[config.mk]
export PLATFORM = sky130hd
export DESIGN_NAME = vga_timing_flat
export DESIGN_NICKNAME = d
export VERILOG_FILES = /design/src/rtl/vga_pkg.sv /design/src/rtl/vga_timing_if.sv /design/src/rtl/vga_axis_counter.sv /design/src/rtl/vga_timing.sv /design/src/flat_wrapper.sv
export SDC_FILE = /design/constraint.sdc
export NUM_CORES = 1
export LEC_CHECK = 0
export ABC_AREA = 1
export BUFFER_PORTS_ARGS = -buffer_cell sky130_fd_sc_hd__buf_2
export CORE_ASPECT_RATIO = 1.25
export CORE_MARGIN = 8
export CORE_UTILIZATION = 50
export CTS_BUF_LIST = sky130_fd_sc_hd__clkbuf_16
export CTS_CLUSTER_SIZE = 14
export DETAILED_ROUTE_END_ITERATION = 8
export MAX_ROUTING_LAYER = met4
export PLACE_DENSITY = 0.84
export SYNTH_ARGS = -nofsm -noshare
export SYNTH_HDL_FRONTEND = slang
export SYNTH_HIERARCHICAL = 1
export SYNTH_SLANG_ARGS = --single-unit
[constraint.sdc]
create_clock -name CLOCK_50 -period 5.65 [get_ports CLOCK_50]
set_clock_uncertainty 0.1 [all_clocks]
set_input_delay 0.2825 -clock CLOCK_50 [delete_from_list [all_inputs] [get_ports CLOCK_50]]
set_output_delay 0.2825 -clock CLOCK_50 [all_outputs]
set_load 0.1 [all_outputs]
[src/rtl/vga_pkg.sv]
// Shared VGA timing definitions: axis phase encoding, counter width and the
// default 800x600@72 timing set.
// Ports: none (package).
package vga_pkg;

    localparam int unsigned CNT_W = 11;

    typedef enum logic [1:0] {
        PH_ACTIVE = 2'd0,
        PH_FRONT  = 2'd1,
        PH_SYNC   = 2'd2,
        PH_BACK   = 2'd3
    } phase_t;

    localparam int unsigned DEF_H_ACTIVE = 800;
    localparam int unsigned DEF_H_FP     = 56;
    localparam int unsigned DEF_H_SYNC   = 120;
    localparam int unsigned DEF_H_BP     = 64;

    localparam int unsigned DEF_V_ACTIVE = 600;
    localparam int unsigned DEF_V_FP     = 37;
    localparam int unsigned DEF_V_SYNC   = 6;
    localparam int unsigned DEF_V_BP     = 23;

    localparam logic DEF_SYNC_POL = 1'b1;

endpackage

[src/rtl/vga_timing_if.sv]
// Bundle between the timing generator and the pixel source / VGA DAC.
// Signals:
//   col, row          current horizontal / vertical position
//   tetris_red/green/blue  colour returned combinationally for col/row
//   VGA_R/G/B         registered pixel colour
//   VGA_HS/VGA_VS     registered sync
//   VGA_BLANK_N       registered, high while the pixel is visible
//   frame_start       one-cycle pulse at frame wrap
// Modports: master = timing generator, slave = pixel source / consumer.
interface vga_timing_if;
    import vga_pkg::*;

    logic [CNT_W-1:0] col;
    logic [CNT_W-1:0] row;
    logic [7:0]       tetris_red;
    logic [7:0]       tetris_green;
    logic [7:0]       tetris_blue;
    logic [7:0]       VGA_R;
    logic [7:0]       VGA_G;
    logic [7:0]       VGA_B;
    logic             VGA_HS;
    logic             VGA_VS;
    logic             VGA_BLANK_N;
    logic             frame_start;

    modport master (
        output col, row, VGA_R, VGA_G, VGA_B, VGA_HS, VGA_VS, VGA_BLANK_N, frame_start,
        input  tetris_red, tetris_green, tetris_blue
    );

    modport slave (
        input  col, row, VGA_R, VGA_G, VGA_B, VGA_HS, VGA_VS, VGA_BLANK_N, frame_start,
        output tetris_red, tetris_green, tetris_blue
    );

endinterface

[src/rtl/vga_axis_counter.sv]
// One timing axis: position counter plus ACTIVE/FRONT/SYNC/BACK phase FSM.
// Ports:
//   clk     clock
//   reset   synchronous active-high reset (count 0, phase ACTIVE)
//   enable  advance by one position this clock
//   count   current position, 0 .. ACTIVE+FP+SYNC+BP-1
//   phase   current phase, always consistent with count
//   wrap    combinational: enabled and at the last position of the axis
module vga_axis_counter
    import vga_pkg::*;
#(
    parameter int unsigned ACTIVE = DEF_H_ACTIVE,
    parameter int unsigned FP     = DEF_H_FP,
    parameter int unsigned SYNC   = DEF_H_SYNC,
    parameter int unsigned BP     = DEF_H_BP
) (
    input  logic             clk,
    input  logic             reset,
    input  logic             enable,
    output logic [CNT_W-1:0] count,
    output phase_t           phase,
    output logic             wrap
);

    localparam int unsigned TOTAL = ACTIVE + FP + SYNC + BP;

    localparam logic [CNT_W-1:0] LAST_ACTIVE = CNT_W'(ACTIVE - 1);
    localparam logic [CNT_W-1:0] LAST_FRONT  = CNT_W'(ACTIVE + FP - 1);
    localparam logic [CNT_W-1:0] LAST_SYNC   = CNT_W'(ACTIVE + FP + SYNC - 1);
    localparam logic [CNT_W-1:0] LAST_POS    = CNT_W'(TOTAL - 1);

    assign wrap = enable && (count == LAST_POS);

    // Counter and phase advance together so the phase never disagrees with count.
    always_ff @(posedge clk) begin
        if (reset) begin
            count <= '0;
            phase <= PH_ACTIVE;
        end else if (enable) begin
            count <= wrap ? '0 : count + CNT_W'(1);
            case (phase)
                PH_ACTIVE: if (count == LAST_ACTIVE) phase <= PH_FRONT;
                PH_FRONT:  if (count == LAST_FRONT)  phase <= PH_SYNC;
                PH_SYNC:   if (count == LAST_SYNC)   phase <= PH_BACK;
                PH_BACK:   if (count == LAST_POS)    phase <= PH_ACTIVE;
                default:   phase <= PH_ACTIVE;
            endcase
        end
    end

endmodule

[src/rtl/vga_timing.sv]
// VGA timing generator: horizontal and vertical axis counters, with colour,
// sync, blanking and frame pulse all registered one clock after the col/row
// that produced them.
// Ports:
//   CLOCK_50  pixel clock
//   reset     synchronous active-high reset
//   vga       vga_timing_if master: col/row out, tetris_* colour in,
//             VGA_* and frame_start out
module vga_timing
    import vga_pkg::*;
#(
    parameter int unsigned H_ACTIVE = DEF_H_ACTIVE,
    parameter int unsigned H_FP     = DEF_H_FP,
    parameter int unsigned H_SYNC   = DEF_H_SYNC,
    parameter int unsigned H_BP     = DEF_H_BP,
    parameter int unsigned V_ACTIVE = DEF_V_ACTIVE,
    parameter int unsigned V_FP     = DEF_V_FP,
    parameter int unsigned V_SYNC   = DEF_V_SYNC,
    parameter int unsigned V_BP     = DEF_V_BP,
    parameter logic        SYNC_POL = DEF_SYNC_POL
) (
    input  logic          CLOCK_50,
    input  logic          reset,
    vga_timing_if.master  vga
);

    logic [CNT_W-1:0] hc;
    logic [CNT_W-1:0] vc;
    phase_t           h_phase;
    phase_t           v_phase;
    logic             h_wrap;
    logic             v_wrap;
    logic             visible_c;

    vga_axis_counter #(
        .ACTIVE (H_ACTIVE),
        .FP     (H_FP),
        .SYNC   (H_SYNC),
        .BP     (H_BP)
    ) u_h_axis (
        .clk    (CLOCK_50),
        .reset  (reset),
        .enable (1'b1),
        .count  (hc),
        .phase  (h_phase),
        .wrap   (h_wrap)
    );

    // Vertical axis steps once per line, on the last pixel of the line.
    vga_axis_counter #(
        .ACTIVE (V_ACTIVE),
        .FP     (V_FP),
        .SYNC   (V_SYNC),
        .BP     (V_BP)
    ) u_v_axis (
        .clk    (CLOCK_50),
        .reset  (reset),
        .enable (h_wrap),
        .count  (vc),
        .phase  (v_phase),
        .wrap   (v_wrap)
    );

    assign vga.col   = hc;
    assign vga.row   = vc;
    assign visible_c = (h_phase == PH_ACTIVE) && (v_phase == PH_ACTIVE);

    // Output stage: one register for every VGA_* so colour and sync stay aligned.
    always_ff @(posedge CLOCK_50) begin
        if (reset) begin
            vga.VGA_R       <= 8'd0;
            vga.VGA_G       <= 8'd0;
            vga.VGA_B       <= 8'd0;
            vga.VGA_BLANK_N <= 1'b0;
            vga.VGA_HS      <= ~SYNC_POL;
            vga.VGA_VS      <= ~SYNC_POL;
            vga.frame_start <= 1'b0;
        end else begin
            vga.VGA_R       <= visible_c ? vga.tetris_red   : 8'd0;
            vga.VGA_G       <= visible_c ? vga.tetris_green : 8'd0;
            vga.VGA_B       <= visible_c ? vga.tetris_blue  : 8'd0;
            vga.VGA_BLANK_N <= visible_c;
            vga.VGA_HS      <= (h_phase == PH_SYNC) ? SYNC_POL : ~SYNC_POL;
            vga.VGA_VS      <= (v_phase == PH_SYNC) ? SYNC_POL : ~SYNC_POL;
            // v_wrap already implies hc at end of line and vc at end of frame.
            vga.frame_start <= v_wrap;
        end
    end

endmodule

[src/flat_wrapper.sv]
// flat-port wrapper written by rule: the top's interface ports become plain ports
module vga_timing_flat import vga_pkg::*;
#(
    parameter int unsigned H_ACTIVE = DEF_H_ACTIVE,
    parameter int unsigned H_FP     = DEF_H_FP,
    parameter int unsigned H_SYNC   = DEF_H_SYNC,
    parameter int unsigned H_BP     = DEF_H_BP,
    parameter int unsigned V_ACTIVE = DEF_V_ACTIVE,
    parameter int unsigned V_FP     = DEF_V_FP,
    parameter int unsigned V_SYNC   = DEF_V_SYNC,
    parameter int unsigned V_BP     = DEF_V_BP,
    parameter logic        SYNC_POL = DEF_SYNC_POL
)
  (CLOCK_50, reset, vga_col, vga_row, vga_VGA_R, vga_VGA_G, vga_VGA_B, vga_VGA_HS, vga_VGA_VS, vga_VGA_BLANK_N, vga_frame_start, vga_tetris_red, vga_tetris_green, vga_tetris_blue);
  vga_timing_if vga_i ();
  input  logic CLOCK_50;
  input  logic reset;
  output wire logic [$bits(vga_i.col)-1:0] vga_col;
  output wire logic [$bits(vga_i.row)-1:0] vga_row;
  output wire logic [$bits(vga_i.VGA_R)-1:0] vga_VGA_R;
  output wire logic [$bits(vga_i.VGA_G)-1:0] vga_VGA_G;
  output wire logic [$bits(vga_i.VGA_B)-1:0] vga_VGA_B;
  output wire logic [$bits(vga_i.VGA_HS)-1:0] vga_VGA_HS;
  output wire logic [$bits(vga_i.VGA_VS)-1:0] vga_VGA_VS;
  output wire logic [$bits(vga_i.VGA_BLANK_N)-1:0] vga_VGA_BLANK_N;
  output wire logic [$bits(vga_i.frame_start)-1:0] vga_frame_start;
  input wire logic [$bits(vga_i.tetris_red)-1:0] vga_tetris_red;
  input wire logic [$bits(vga_i.tetris_green)-1:0] vga_tetris_green;
  input wire logic [$bits(vga_i.tetris_blue)-1:0] vga_tetris_blue;
  assign vga_col = vga_i.col;
  assign vga_row = vga_i.row;
  assign vga_VGA_R = vga_i.VGA_R;
  assign vga_VGA_G = vga_i.VGA_G;
  assign vga_VGA_B = vga_i.VGA_B;
  assign vga_VGA_HS = vga_i.VGA_HS;
  assign vga_VGA_VS = vga_i.VGA_VS;
  assign vga_VGA_BLANK_N = vga_i.VGA_BLANK_N;
  assign vga_frame_start = vga_i.frame_start;
  assign vga_i.tetris_red = vga_tetris_red;
  assign vga_i.tetris_green = vga_tetris_green;
  assign vga_i.tetris_blue = vga_tetris_blue;
  vga_timing #(.H_ACTIVE(H_ACTIVE), .H_FP(H_FP), .H_SYNC(H_SYNC), .H_BP(H_BP), .V_ACTIVE(V_ACTIVE), .V_FP(V_FP), .V_SYNC(V_SYNC), .V_BP(V_BP), .SYNC_POL(SYNC_POL)) u_core (.CLOCK_50(CLOCK_50), .reset(reset), .vga(vga_i));
endmodule
# Yosys cells after proc, flatten, opt, wreduce, memory -nomap -nowiden
# Index checks and enable logic that the tools add are counted.
# word_totals
regBits,54
latch_bits,0
ram_bits,0
rom_bits,0
output_inout_bits,50
word_cells,57
n_memories,0
# op_classes
add_sub_neg,2
multipliers,0
div,0
order_cmp,0
n_eq_ne,22
n_shift,0
mux,13
bitwise,1
reduce_logical,8
# op_table
op,count
$eq 11x10->1 const B,7
$add 11x1->11 const B,2
$mux 2,8
$ne 2x2->1 const B,8
$pmux 2 s4,2
$eq 11x11->1 const B,1
$mux 11,1
$eq 2x2->1 const B,4
$reduce_and 5->1,1
$eq 2x1->1 const B,2
$logic_not 2->1,2
$reduce_and 4->1,1
$reduce_or 2->1,2
$logic_and 1x1->1,2
$mux 1,2
$not 1->1,1

# Logic depth before layout (Yosys ltp)
# logic_depth
depth_word,4
ltp_mapped,13
mapped_depth_nobuf,13

# Cells and area by module
# Netlist, hierarchy kept.
# modules_own_cells
module,instances,cells_each,area_each_um2
vga_timing,1,90,884.6
vga_axis_counter at u_core.u_v_axis,1,120,864.6
vga_axis_counter at u_core.u_h_axis,1,117,818.3

# Least setup slack after synthesis
# Ideal clock, no wire load.
# synth_path
kind,register to register
startpoint,register u_core.u_h_axis.count[0]
endpoint,register u_core.u_v_axis.count[9]
setup_time_ns,0.119
arrival_time_ns,2.661
required_time_ns,5.431
setup_slack_ns,2.770
path_stages_with_launch,13
path_buffers,0
path_cell_list,dfxtp_1 -> ha_1 -> nand3_2 -> nor2_2 -> nand3_1 -> inv_1 -> nand2_1 -> inv_2 -> nand3_2 -> nor2_2 -> nand3_2 -> nor3b_1 -> nor2_1
# synth_between
elab_chain_len,3
# synth_rtl
element,line,source
"start, declared",vga_axis_counter.sv:20,"output logic [CNT_W-1:0] count,"
"start signal, assigned",vga_axis_counter.sv:40,count <= wrap ? '0 : count + CNT_W'(1);
$eq 11x11->1 (*),vga_axis_counter.sv:32,assign wrap = enable && (count == LAST_POS);
via u_core.h_wrap,vga_timing.sv:31,logic h_wrap;
$logic_and 1x1->1,vga_axis_counter.sv:32,
$mux 11,vga_axis_counter.sv:40,
"end signal, assigned",vga_axis_counter.sv:40,
"end, declared",vga_axis_counter.sv:20,
# The timed path passes the listed nets; every way through them passes the cells marked *.
# A chain may end at the register's enable or synchronous reset.

# Worst setup path after layout
# Ends and elaborated chain as after synthesis.

==> results.py <==
metrics = {
    "yosys": {
        "synth_top_family_by_area": "simple AND/OR/NAND/NOR gates",
        "synthCells": 327,
        "synth_area_leaders": "dfxtp_1 42%, inv_1 8.2%, nor2_1 7.6%, ha_1 7.3%, nand2_1 6.9%",
        "synth_compound_area_frac": 0.0351,
        "ys_seq_elements": 54,
        "yosysSeqAreaShare": 0.421,
        "muxShareOfSynthArea": 0,
        "synth.most_common_cell": "inv_1",
        "synth_top_area_share": 0.421,
        "yosysTopAreaCell": "dfxtp_1",
        "synth_fa_ha_area_frac": 0.0731,
        "synthSimpleGateAreaFrac": 0.349,
        "yosysUniqueCellTypes": 29,
        "synth_edf_count": 0,
        "async_reset_ff_frac": 0,
        "synth_commonest_cells": "56 x inv_1, 54 x dfxtp_1, 52 x nor2_1",
        "netlist_area_mm2": 0.00257,
        "syn_area_per_cell_um2": 7.85,
        "synthXorXnorAreaFrac": 0.0205,
        "yosys_warnings": 6,
        "synthFlopType": "dfxtp_1",
    },
    "clock_tree": {
        "ctsHoldBuffers": 0,
        "cts_sinks": 54,
        "htreeDepth": 2,
        "cts_root_buf": "clkbuf_16",
        "clkLatencyLatePin_ns": 0.28,
        "cts.clk_slew.worst_paths_ns": 0.07,
        "cts_tree": "built",
        "cts_made_buffers": 5,
        "cts_max_path_buffers": 2,
        "cts_resized": 0,
        "postCtsSetupBuffers": 0,
    },
    "power": {
        "power_density_mw_per_mm2": 269,
        "leakage_nw": 1.58,
        "ir_worst_vdd_mv": 0.164,
    },
    "detailed_routing": {
        "route.detailed.wl_per_inst_um": 11.4,
        "firstDrtPassIters": 4,
        "drt_wl_total_mm": 5.42,
        "drt_iter0_drc": 71,
        "drc_errors": 0,
        "ant_nets": 0,
        "via_per_inst": 4.54,
        "num_vias": 2158,
    },
    "timing": {
        "fin_setup_tns_ns": 0,
        "finalHoldViolations": 0,
        "max_freq_mhz": 463,
        "timing.final.crit_period_ns": 2.16,
        "final_max_slew_viol_count": 0,
        "setup_viol": 0,
        "rsz0062_at_grt": "no",
        "setup_slack_ns": 3.49,
        "fin_crit_sh": 0.382,
    },
    "global_route": {
        "gr-total-overflow": 0,
        "grt_usage": 0.149,
        "antenna_found_initial": 0,
        "grt_pass1_wl_mm": 9.03,
        "first_global_vias": 2102,
        "grt_max_degree": 26,
    },
    "job": {
        "maxCapViolCount": 0,
    },
    "floorplan": {
        "core_area_mm2": 0.00501,
        "die_x_um": 80.1,
        "rows": 29,
        "die_height_um": 96.1,
        "ios": 76,
        "initial_core_util": 0.513,
        "die-area_mm2": 0.00770,
    },
    "cells_and_area": {
        "area.growth.synth_to_final_pct": 24.0,
        "diodes": 0,
        "drive_gt1_frac": 0.332,
        "finalNetCount": 453,
    },
    "run_status": {
        "outcome": "complete, no violations",
    },
    "hold_path": {
        "min_path_type": "in -> reg",
        "hp-start": "vga_tetris_blue[7]",
    },
    "critical_path": {
        "startpoint_type": "register",
        "critPathLaunch": "u_core/u_h_axis/count[0]",
        "cp.arrival_ns": 2.24,
        "worstPathMaxFanout": 6,
        "r2r_start": "u_core/u_h_axis/count[0]",
        "crit_required_ns": 5.73,
        "end_kind": "register",
        "crit_type": "reg -> reg",
    },
    "placement": {
        "place_ws_ns": 3.52,
        "dp.final_hpwl_mm": 4.21,
        "port_buffers": 75,
        "gp_congestion": 0.883,
    },
}
-- state kept, by name, summed over array words and instances (netlist names) --
register and cells:
u_core/vga.VGA_HS 1, u_core/vga.VGA_G 8, u_core/vga.VGA_B 8, u_core/u_v_axis/count 11, u_core/vga.VGA_VS 1, u_core/vga.frame_start 1, u_core/u_v_axis/phase 2, u_core/u_h_axis/count 11
u_core/vga.VGA_BLANK_N 1, u_core/vga.VGA_R 8, u_core/u_h_axis/phase 2
-- layer usage --
layer / track usage / routed length (um)
met4: 0.0486 / 87
met2: 0.284 / 3010
met1: 0.146 / 2110
met5: - / 0
met3: 0.0308 / 212
-- per-stage QoR --
stage | cells | util | total power [mW] | cell area [um^2] | hold slack, ns
after floorplan | 332 | - | 0.506 | 2590 | 0.252
after global placement | 467 | 0.602 | 0.527 | 3020 | 0.394
after detailed placement | 467 | 0.602 | 0.529 | 3020 | 0.399
after CTS | 475 | 0.636 | 0.866 | 3180 | 0.0985
after global routing | 475 | 0.636 | 0.887 | 3180 | 0.100
final | 475 | 0.636 | 0.856 | 3180 | 0.104
-- worst max-delay path, stage by stage, from the launching register on --
cell and delay, ns:
dfxtp_1 0.41, ha_1 0.24, nand3_2 0.13, nor2_2 0.14
nand3_1 0.11, inv_1 0.17, nand2_1 0.09, inv_2 0.07
nand3_2 0.08, nor2_2 0.14, nand3_2 0.11, nor3b_1 0.20
nor2_1 0.06
-- path summary, 6_finish.rpt --
check                                           endpoint  slack (ns)  cells after the start
worst max-delay path            u_core/u_v_axis/count[9]        3.49                     12
worst min-delay path                 u_core/vga.VGA_B[7]        0.10                      3
worst max register to register  u_core/u_v_axis/count[9]        3.49                     12
worst min register to register         u_core/vga.VGA_VS        0.42                      1
-- cell type report --
| cell class | count | area (um^2) |
|---|---|---|
| well taps | 62 | 77.6 |
| fillers | 437 | 1820 |
| multi-input cells | 214 | 1250 |
| clock inverters | 3 | 41.3 |
| clock buffers | 5 | 125 |
| inverters | 62 | 233 |
| repair buffers | 75 | 375 |
| flip-flops and latches | 54 | 1080 |
-- cells in the final DEF, fill, tap and decap left out, drive strengths merged --
master,count
nor3,10
ha,15
clkbuf,5
a211oi,1
buf,75
a21oi,7
nand3,22
o21bai,1
or2,1
nand4,2
bufinv,1
conb,6
o21a,1
dfxtp,54
nand2,53
xor2,6
inv,63
nor3b,2
nor2,83
a31oi,1
o21ai,3
clkinvlp,1
-- power by group --
part,switching (mW),leakage (nW),internal [mW]
clock network,0.129,0.0812,0.207
registers,0.00321,0.442,0.391
logic,0.103,1.05,0.0217
total,0.236,1.58,0.620
-- kinds of logic (layout without fill, tap and decap cells) --
logic type / after synthesis / after routing
and+or+nand+nor: 173 / 173
xor gates and xnor gates: 6 / 6
buffers and inverters: 64 / 145
DFF: 54 / 54
adders and majority gates: 15 / 15
other: 1 / 6
AOI/OAI and AO/OA: 14 / 14
(Power assumes the default switching activity.)
